File: src/rtl/fetch_unit_if.sv
// IF-stage bus bundle: decode handshake, EX redirect, instruction ROM port and
// the buffer-head outputs that feed the IF/ID register.
interface fetch_unit_if #(
    parameter int unsigned IMEM_AW   = 10,
    parameter int unsigned BUF_DEPTH = 2
);
    localparam int unsigned CW = $clog2(BUF_DEPTH) + 1;

    // decode / EX side
    logic               stall;
    logic               redirect_valid;
    logic [31:0]        redirect_pc;

    // instruction ROM side
    logic               imem_en;
    logic [IMEM_AW-1:0] imem_addr;
    logic [31:0]        imem_rdata;

    // buffer head towards IF/ID
    logic               instn_valid;
    logic [31:0]        instn;
    logic [31:0]        instn_pc;
    logic [31:0]        instn_pc_plus4;
    logic [CW-1:0]      buf_count;

    // Fetch unit side
    modport master (
        input  stall,
        input  redirect_valid,
        input  redirect_pc,
        input  imem_rdata,
        output imem_en,
        output imem_addr,
        output instn_valid,
        output instn,
        output instn_pc,
        output instn_pc_plus4,
        output buf_count
    );

    // Pipeline / memory environment side
    modport slave (
        output stall,
        output redirect_valid,
        output redirect_pc,
        output imem_rdata,
        input  imem_en,
        input  imem_addr,
        input  instn_valid,
        input  instn,
        input  instn_pc,
        input  instn_pc_plus4,
        input  buf_count
    );
endinterface

File: src/rtl/fetch_unit.sv
// MIPS IF stage: owns the PC, issues one-word reads to a 1-cycle synchronous ROM
// and queues returned words in a small circular buffer so decode stalls never
// lose a fetch. An EX redirect flushes the buffer and any in-flight read.
module fetch_unit #(
    parameter logic [31:0] RESET_PC  = 32'h0000_0000,
    parameter int unsigned IMEM_AW   = 10,
    parameter int unsigned BUF_DEPTH = 2
) (
    input  logic         clk,
    input  logic         reset,
    fetch_unit_if.master bus
);
    // pointer, occupancy and headroom widths
    localparam int unsigned PW = (BUF_DEPTH > 1) ? $clog2(BUF_DEPTH) : 1;
    localparam int unsigned CW = $clog2(BUF_DEPTH) + 1;
    localparam int unsigned OW = CW + 1;

    // architectural state
    logic [31:0]   pc_q, pc_d;
    logic          pending_q, pending_d;
    logic [31:0]   req_pc_q, req_pc_d;
    logic [PW-1:0] rd_ptr_q, rd_ptr_d;
    logic [PW-1:0] wr_ptr_q, wr_ptr_d;
    logic [CW-1:0] count_q, count_d;

    // buffer storage; entries are only observed while counted as occupied
    logic [31:0]   buf_instn_q [BUF_DEPTH];
    logic [31:0]   buf_pc_q    [BUF_DEPTH];

    // per-cycle control
    logic          flush_c;
    logic          head_valid_c;
    logic          pop_c;
    logic          push_c;
    logic          issue_c;
    logic [OW-1:0] occ_c;

    // Handshake decisions: redirect overrides pop, push and issue
    always_comb begin
        flush_c      = bus.redirect_valid;
        head_valid_c = (count_q != '0);
        pop_c        = head_valid_c & ~bus.stall & ~flush_c;
        push_c       = pending_q & ~flush_c;
        // entries that will be held after this edge if nothing new is issued
        occ_c        = OW'(count_q) + OW'(pending_q) - OW'(pop_c);
        issue_c      = ~reset & ~flush_c & (occ_c < OW'(BUF_DEPTH));
    end

    // Next-state for PC, outstanding read and buffer bookkeeping
    always_comb begin
        pc_d      = pc_q;
        pending_d = pending_q;
        req_pc_d  = req_pc_q;
        rd_ptr_d  = rd_ptr_q;
        wr_ptr_d  = wr_ptr_q;
        count_d   = count_q;

        if (flush_c) begin
            // word-align the target; the read returning next cycle is dropped
            pc_d      = bus.redirect_pc & 32'hFFFF_FFFC;
            pending_d = 1'b0;
            rd_ptr_d  = '0;
            wr_ptr_d  = '0;
            count_d   = '0;
        end else begin
            pending_d = issue_c;
            if (issue_c) begin
                pc_d     = pc_q + 32'd4;
                req_pc_d = pc_q;
            end
            // pointers wrap naturally because BUF_DEPTH is a power of two
            if (push_c) begin
                wr_ptr_d = wr_ptr_q + PW'(1);
            end
            if (pop_c) begin
                rd_ptr_d = rd_ptr_q + PW'(1);
            end
            count_d = count_q + CW'(push_c) - CW'(pop_c);
        end
    end

    // State register with synchronous reset
    always_ff @(posedge clk) begin
        if (reset) begin
            pc_q      <= RESET_PC;
            pending_q <= 1'b0;
            req_pc_q  <= '0;
            rd_ptr_q  <= '0;
            wr_ptr_q  <= '0;
            count_q   <= '0;
        end else begin
            pc_q      <= pc_d;
            pending_q <= pending_d;
            req_pc_q  <= req_pc_d;
            rd_ptr_q  <= rd_ptr_d;
            wr_ptr_q  <= wr_ptr_d;
            count_q   <= count_d;
        end
    end

    // Capture the returning ROM word with the PC it was fetched from
    always_ff @(posedge clk) begin
        if (!reset && push_c) begin
            buf_instn_q[wr_ptr_q] <= bus.imem_rdata;
            buf_pc_q[wr_ptr_q]    <= req_pc_q;
        end
    end

    // ROM port: enable follows the issue decision within the same cycle
    assign bus.imem_en   = issue_c;
    assign bus.imem_addr = pc_q[IMEM_AW+1:2];

    // Buffer head; zeroed while empty so an idle stage presents a clean bubble
    assign bus.instn_valid    = head_valid_c;
    assign bus.instn          = head_valid_c ? buf_instn_q[rd_ptr_q] : '0;
    assign bus.instn_pc       = head_valid_c ? buf_pc_q[rd_ptr_q] : '0;
    assign bus.instn_pc_plus4 = head_valid_c ? (buf_pc_q[rd_ptr_q] + 32'd4) : '0;
    assign bus.buf_count      = count_q;

endmodule

File: src/flat_wrapper.sv
// flat-port wrapper written by rule: the top's interface ports become plain ports
module fetch_unit_flat 
#(
    parameter logic [31:0] RESET_PC  = 32'h0000_0000,
    parameter int unsigned IMEM_AW   = 10,
    parameter int unsigned BUF_DEPTH = 2
)
  (clk, reset, bus_stall, bus_redirect_valid, bus_redirect_pc, bus_imem_rdata, bus_imem_en, bus_imem_addr, bus_instn_valid, bus_instn, bus_instn_pc, bus_instn_pc_plus4, bus_buf_count);
  fetch_unit_if #(.IMEM_AW(IMEM_AW), .BUF_DEPTH(BUF_DEPTH)) bus_i ();
  input  logic clk;
  input  logic reset;
  input wire logic [$bits(bus_i.stall)-1:0] bus_stall;
  input wire logic [$bits(bus_i.redirect_valid)-1:0] bus_redirect_valid;
  input wire logic [$bits(bus_i.redirect_pc)-1:0] bus_redirect_pc;
  input wire logic [$bits(bus_i.imem_rdata)-1:0] bus_imem_rdata;
  output wire logic [$bits(bus_i.imem_en)-1:0] bus_imem_en;
  output wire logic [$bits(bus_i.imem_addr)-1:0] bus_imem_addr;
  output wire logic [$bits(bus_i.instn_valid)-1:0] bus_instn_valid;
  output wire logic [$bits(bus_i.instn)-1:0] bus_instn;
  output wire logic [$bits(bus_i.instn_pc)-1:0] bus_instn_pc;
  output wire logic [$bits(bus_i.instn_pc_plus4)-1:0] bus_instn_pc_plus4;
  output wire logic [$bits(bus_i.buf_count)-1:0] bus_buf_count;
  assign bus_i.stall = bus_stall;
  assign bus_i.redirect_valid = bus_redirect_valid;
  assign bus_i.redirect_pc = bus_redirect_pc;
  assign bus_i.imem_rdata = bus_imem_rdata;
  assign bus_imem_en = bus_i.imem_en;
  assign bus_imem_addr = bus_i.imem_addr;
  assign bus_instn_valid = bus_i.instn_valid;
  assign bus_instn = bus_i.instn;
  assign bus_instn_pc = bus_i.instn_pc;
  assign bus_instn_pc_plus4 = bus_i.instn_pc_plus4;
  assign bus_buf_count = bus_i.buf_count;
  fetch_unit #(.RESET_PC(RESET_PC), .IMEM_AW(IMEM_AW), .BUF_DEPTH(BUF_DEPTH)) u_core (.clk(clk), .reset(reset), .bus(bus_i));
endmodule
File: config.mk
export PLATFORM = sky130hd
export DESIGN_NAME = fetch_unit_flat
export DESIGN_NICKNAME = d
export VERILOG_FILES = /design/src/rtl/fetch_unit_if.sv /design/src/rtl/fetch_unit.sv /design/src/flat_wrapper.sv
export SDC_FILE = /design/constraint.sdc
export NUM_CORES = 1
export LEC_CHECK = 0
export ABC_CLOCK_PERIOD_IN_PS = 3900
export CAP_MARGIN = 20
export CORE_MARGIN = 2
export CORE_UTILIZATION = 30
export CTS_BUF_LIST = sky130_fd_sc_hd__clkbuf_8 sky130_fd_sc_hd__clkbuf_16
export DETAILED_ROUTE_END_ITERATION = 6
export PLACE_DENSITY = 0.52
export SLEW_MARGIN = 10
export SYNTH_ARGS = -nofsm -noshare
export SYNTH_HDL_FRONTEND = slang
export SYNTH_SLANG_ARGS = --single-unit
File: constraint.sdc
create_clock -name clk -period 3.9 [get_ports clk]
set_clock_uncertainty 0.2 [all_clocks]
set_input_delay 0.39 -clock clk [delete_from_list [all_inputs] [get_ports clk]]
set_output_delay 0.39 -clock clk [all_outputs]
set_load 0.005 [all_outputs]
# Word-level counts from Yosys, hierarchy flattened
# Memories as Yosys holds them, arrays and structs flattened. A register that Yosys moved wholly into a read port is not among the register bits.
# Cells that the tools add are included.
[word_totals]
inputBits = 68
latch_bits = 0
rom_bits = 0
out_inout_bits = 110
elab_cells = 43
n_memories = 2
regBits = 69
ramBits = 128
[mem_list]
columns = ["memory", "depth", "word_bits", "read_ports", "rd_ports_with_merged_regs", "wr", "line", "rtl"]
rows = [
  ["u_core.buf_instn_q", 2, 32, 1, 1, 1, "fetch_unit.sv:27", "logic [31:0] buf_instn_q [BUF_DEPTH];"],
  ["u_core.buf_pc_q", 2, 32, 1, 1, 1, "fetch_unit.sv:28", "logic [31:0] buf_pc_q [BUF_DEPTH];"],
]
[classes]
n_mux = 11
addsub = 8
shift = 0
bitwise = 8
n_reduce_logical = 6
div_mod_pow = 0
order_cmp = 1
eq_ne = 0
multipliers = 0
[ops]
columns = ["op", "count"]
rows = [
  ["32-bit two-way mux", 5],
  ["32-bit by 3-bit adder with 32-bit output (second input constant)", 2],
  ["1-bit two-way mux", 6],
  ["1-bit bitwise AND", 5],
  ["2-bit nonzero test", 2],
  ["2-bit by 1-bit adder with 3-bit output", 1],
  ["3-bit by 2-bit less-than comparator with 1-bit output (second input constant)", 1],
  ["1-bit inverter", 3],
  ["3-bit by 1-bit subtractor with 3-bit output", 1],
  ["1-bit adder (second input constant)", 2],
  ["2-bit by 1-bit adder with 2-bit output", 1],
  ["2-bit AND reduction", 1],
  ["2-bit OR reduction", 1],
  ["2-bit by 1-bit subtractor with 2-bit output", 1],
  ["1-bit logical AND", 1],
  ["1-bit logical NOT", 1],
]

# Depth between registers and ports, before layout
[logic_depth]
depth_word = 8
depth_mapped = 15
ltp_nobuf = 12

# Least setup slack after synthesis
# No wires, ideal clock.
[synth_path]
path_kind = "in2reg"
startpoint = "input port reset"
endpoint = "memory u_core.buf_instn_q[0][0] (enable)"
setup_ps = 482
arrival_time_ps = 3526
required_ps = 3218
cell_stages = 4
slack_ps = -308
path_cell_list = "clkbuf_1 > nor2_1 > nand2_1 > nor2_1"
[synth_between]
elab_chain_cells = 4
[synth_rtl]
columns = ["item", "line", "rtl"]
rows = [
  ["start: declaration", "flat_wrapper.sv:11", "input logic reset;"],
  ["1-bit logical NOT", "fetch_unit.sv:103", "if (!reset && push_c) begin"],
  ["1-bit logical AND", "fetch_unit.sv:103", ""],
  ["1-bit two-way mux", "fetch_unit.sv:103", ""],
  ["1-bit two-way mux (not written as such)", "fetch_unit.sv:104", "buf_instn_q[wr_ptr_q] <= bus.imem_rdata;"],
  ["end: declaration", "fetch_unit.sv:27", ""],
]
# Every way passes these cells.

==> flow_summary.ini <==
[run_status]
run_status = finished clean

[setup_path]
critPathKind = flip-flop to output port
crit_path_start_kind = flip-flop
path_max_fanout = 21
required_ns = 3.31
worst-endpoint-arrival_ns = 3.05
cp_endpoint_kind = output port

[yosys]
yosysSeqAreaShare_pct = 57.6
synth.cell_area_mm2 = 0.00875
ys_warn_count = 0
post_synth_num_cell_types = 61
synth_enable_flop_cells = 124
synth-async-reset-ratio_pct = 0
syn_inst = 813
ys.flop_type = sky130_fd_sc_hd__edfxtp_1
ys_seq_elements = 190
avgSynthCellArea_um2 = 10.8

[place]
half_perimeter_wire_length_after_placement_mm = 16.1
portBuffers = 171
gp_congestion = 0.814

[drt]
remaining_drc_errors = 0
post_dr_wirelength_cell_um = 16.7
vias = 6530
routed_wl_mm = 22.8
viasPerCell = 4.77
drt_iter0_drc = 476
drt.antenna.violating_nets = 0
drtPass1Iterations = 5

[timing]
report.final.setup_viol = 0
timing_hold_violations_final = 0
fin_crit_ns = 3.64
setup-tns-final_ns = 0
final_worst_hold_slack_ns = 0.238
min_period_over_period_pct = 93.4
timing.final.max_slew_violations = 0
unrepaired_setup_endpoints_after_global_routing = no
max_slew.worst_pin.slew_ns = 0.870
timing.slew.headroom_pct = 42.0
clock.fmax_mhz = 274

[power_and_ir_drop]
finalPower_mw = 4.21
p_leak_nw = 3.67
power.density_cell_area_mw_per_mm2 = 367
peakVddDrop_mv = 0.297

[flow_run]
maxCapViolCount = 0

[global_route]
grt.overflow.total = 0
grt_pass1_wl_mm = 35.3
global_route.usage.total_pct = 14.8
grt_start_max_net_pins = 85
first_global_vias = 6117
grt_antenna_before_repair = 0

[clocking]
clk_latency_ns = 0.43
clock-sinks = 190
cts.clk_slew.worst_paths_ns = 0.07
tritoncts_clock_tree = built
htree_levels = 4
numCtsBuffers = 17
cts.hold.buffers_added = 0
cts_root_buf = sky130_fd_sc_hd__clkbuf_16
cts_max_path_buffers = 2

[final_layout]
mostFrequentLayoutCells = sky130_fd_sc_hd__clkdlybuf4s50_1, sky130_fd_sc_hd__edfxtp_1, sky130_fd_sc_hd__nand2_1, sky130_fd_sc_hd__nor2_1, sky130_fd_sc_hd__dfxtp_1
nets = 1046
diodes = 0
layout-drive-gt1-share_pct = 7.82
area_growth_pct = 31.0
mostFrequentLayoutCell = sky130_fd_sc_hd__clkdlybuf4s50_1

[floorplan]
initial_standard_cell_utilization_of_the_core_pct = 30.5
placementRows = 62
top_level_ports = 178
die_y_um = 175
placeableCoreArea_mm2 = 0.0287
die-width_um = 175
die_area_mm2 = 0.0306

[hold_path]
hold_path.class = primary input to flip-flop
-- synthesized netlist by cell type, types with 5 or more instances --
| cell type | instances | area [um2] |
|---|---|---|
| sky130_fd_sc_hd__o31ai_1 | 5 | 37.5 |
| sky130_fd_sc_hd__o21ai_0 | 14 | 70.1 |
| sky130_fd_sc_hd__and3_1 | 9 | 56.3 |
| sky130_fd_sc_hd__or3_1 | 5 | 31.3 |
| sky130_fd_sc_hd__nor2_1 | 95 | 357 |
| sky130_fd_sc_hd__dfxtp_1 | 66 | 1320 |
| sky130_fd_sc_hd__nand4b_1 | 6 | 52.6 |
| sky130_fd_sc_hd__a22oi_1 | 10 | 75.1 |
| sky130_fd_sc_hd__clkbuf_1 | 25 | 93.8 |
| sky130_fd_sc_hd__xnor2_1 | 19 | 166 |
| sky130_fd_sc_hd__inv_1 | 15 | 56.3 |
| sky130_fd_sc_hd__a31oi_1 | 9 | 56.3 |
| sky130_fd_sc_hd__a21oi_1 | 54 | 270 |
| sky130_fd_sc_hd__ha_1 | 5 | 62.6 |
| sky130_fd_sc_hd__nor3_1 | 13 | 65.1 |
| sky130_fd_sc_hd__nand4_1 | 19 | 119 |
| sky130_fd_sc_hd__nand3b_1 | 6 | 45.0 |
| sky130_fd_sc_hd__nand2_1 | 116 | 435 |
| sky130_fd_sc_hd__buf_2 | 9 | 45.0 |
| sky130_fd_sc_hd__mux2i_1 | 62 | 621 |
| sky130_fd_sc_hd__buf_4 | 20 | 150 |
| sky130_fd_sc_hd__o311ai_0 | 6 | 52.6 |
| sky130_fd_sc_hd__nand3_1 | 31 | 155 |
| sky130_fd_sc_hd__edfxtp_1 | 124 | 3720 |
| sky130_fd_sc_hd__xor2_1 | 6 | 52.6 |
-- logic make-up (layout without fill, tap and decap cells) --
| kind of cell | count (synthesis) | after routing | synth area share, % |
|---|---|---|---|
| adder cells (fa/ha/maj) | 6 | 6 | 0.943 |
| other | 1 | 4 | 0.0428 |
| buffers and inverters | 76 | 245 | 4.47 |
| AND/OR/NAND/NOR | 325 | 325 | 17.7 |
| multiplexers | 65 | 65 | 7.47 |
| flip-flops | 190 | 190 | 57.6 |
| XOR/XNOR | 25 | 25 | 2.50 |
| AO/OA/AOI/OAI | 125 | 125 | 9.20 |
-- per-layer routing --
metal  wire (um)  track usage [%]  vias up
met3        1450             3.50       18
met5           0                0        -
met1       11700             22.1     3039
met2        9370             21.3      222
met4         252             3.82        0
li1            -                -     3251
-- metrics by stage --
step	setup slack (ns)	instances	cell area, um2	util, %
finish	0.256	1369	11500	39.9
detailed placement	0.307	1331	10800	37.7
floorplan	0.261	816	8770	-
CTS	0.0100	1363	11400	39.7
global route	0.00529	1369	11500	39.9
global placement	0.392	1331	10800	37.7
-- where the power goes --
part           internal, mW  switching, mW
Clock                 0.892          0.787
Combinational         0.161          0.147
Sequential             2.18         0.0469
-- sequential cells by signal (all words and copies together), names as in the netlist, named ones only --
signal / cells
u_core.buf_pc_q: 60
u_core.buf_instn_q: 64
u_core.wr_ptr_q: 1
u_core.pending_q: 1
u_core.pc_q: 30
u_core.bus.buf_count: 2
u_core.rd_ptr_q: 1
u_core.req_pc_q: 30
-- cell type report --
class	count	area, um2
fill	2793	17200
sequential	190	5050
multi-input combinational	550	3370
timing repair buffer	198	1950
tap	384	480
clock buffer	17	425
clock inverter	15	136
inverter	15	56.3
-- repair_timing --
| item | in CTS | in global routing |
|---|---|---|
| resized for setup | 0 | 4 |
| endpoints found under the setup margin | 0 | 8 |
| buffers inserted | 0 | 6 |
-- worst max-delay path, stage by stage (launching register included) --
cell	delay [ns]
sky130_fd_sc_hd__dfxtp_4	0.47
sky130_fd_sc_hd__buf_6	0.24
sky130_fd_sc_hd__nand4_1	0.17
sky130_fd_sc_hd__a222oi_1	0.39
sky130_fd_sc_hd__nand4_2	0.26
sky130_fd_sc_hd__o31a_1	0.30
sky130_fd_sc_hd__nor3_1	0.20
sky130_fd_sc_hd__clkdlybuf4s50_1	0.59
-- worst paths after layout --
| path | startpoint | to | slack, ns | depth (start not counted) |
|---|---|---|---|---|
| max | flip-flop | bus_instn_pc_plus4[31] | 0.26 | 7 |
| min | reset | u_core.bus.buf_count[0]$_SDFF_PP0_ | 0.24 | 3 |
| max reg2reg | u_core.bus.buf_count[1]$_SDFF_PP0_ | u_core.pc_q[22]$_SDFFE_PP0P_ | 0.73 | 13 |
| min reg2reg | u_core.req_pc_q[4]$_SDFFE_PP0P_ | u_core.buf_pc_q[0][4]$_DFFE_PP_ | 0.26 | 0 |
Note: power is estimated with default switching activity, not from simulation.
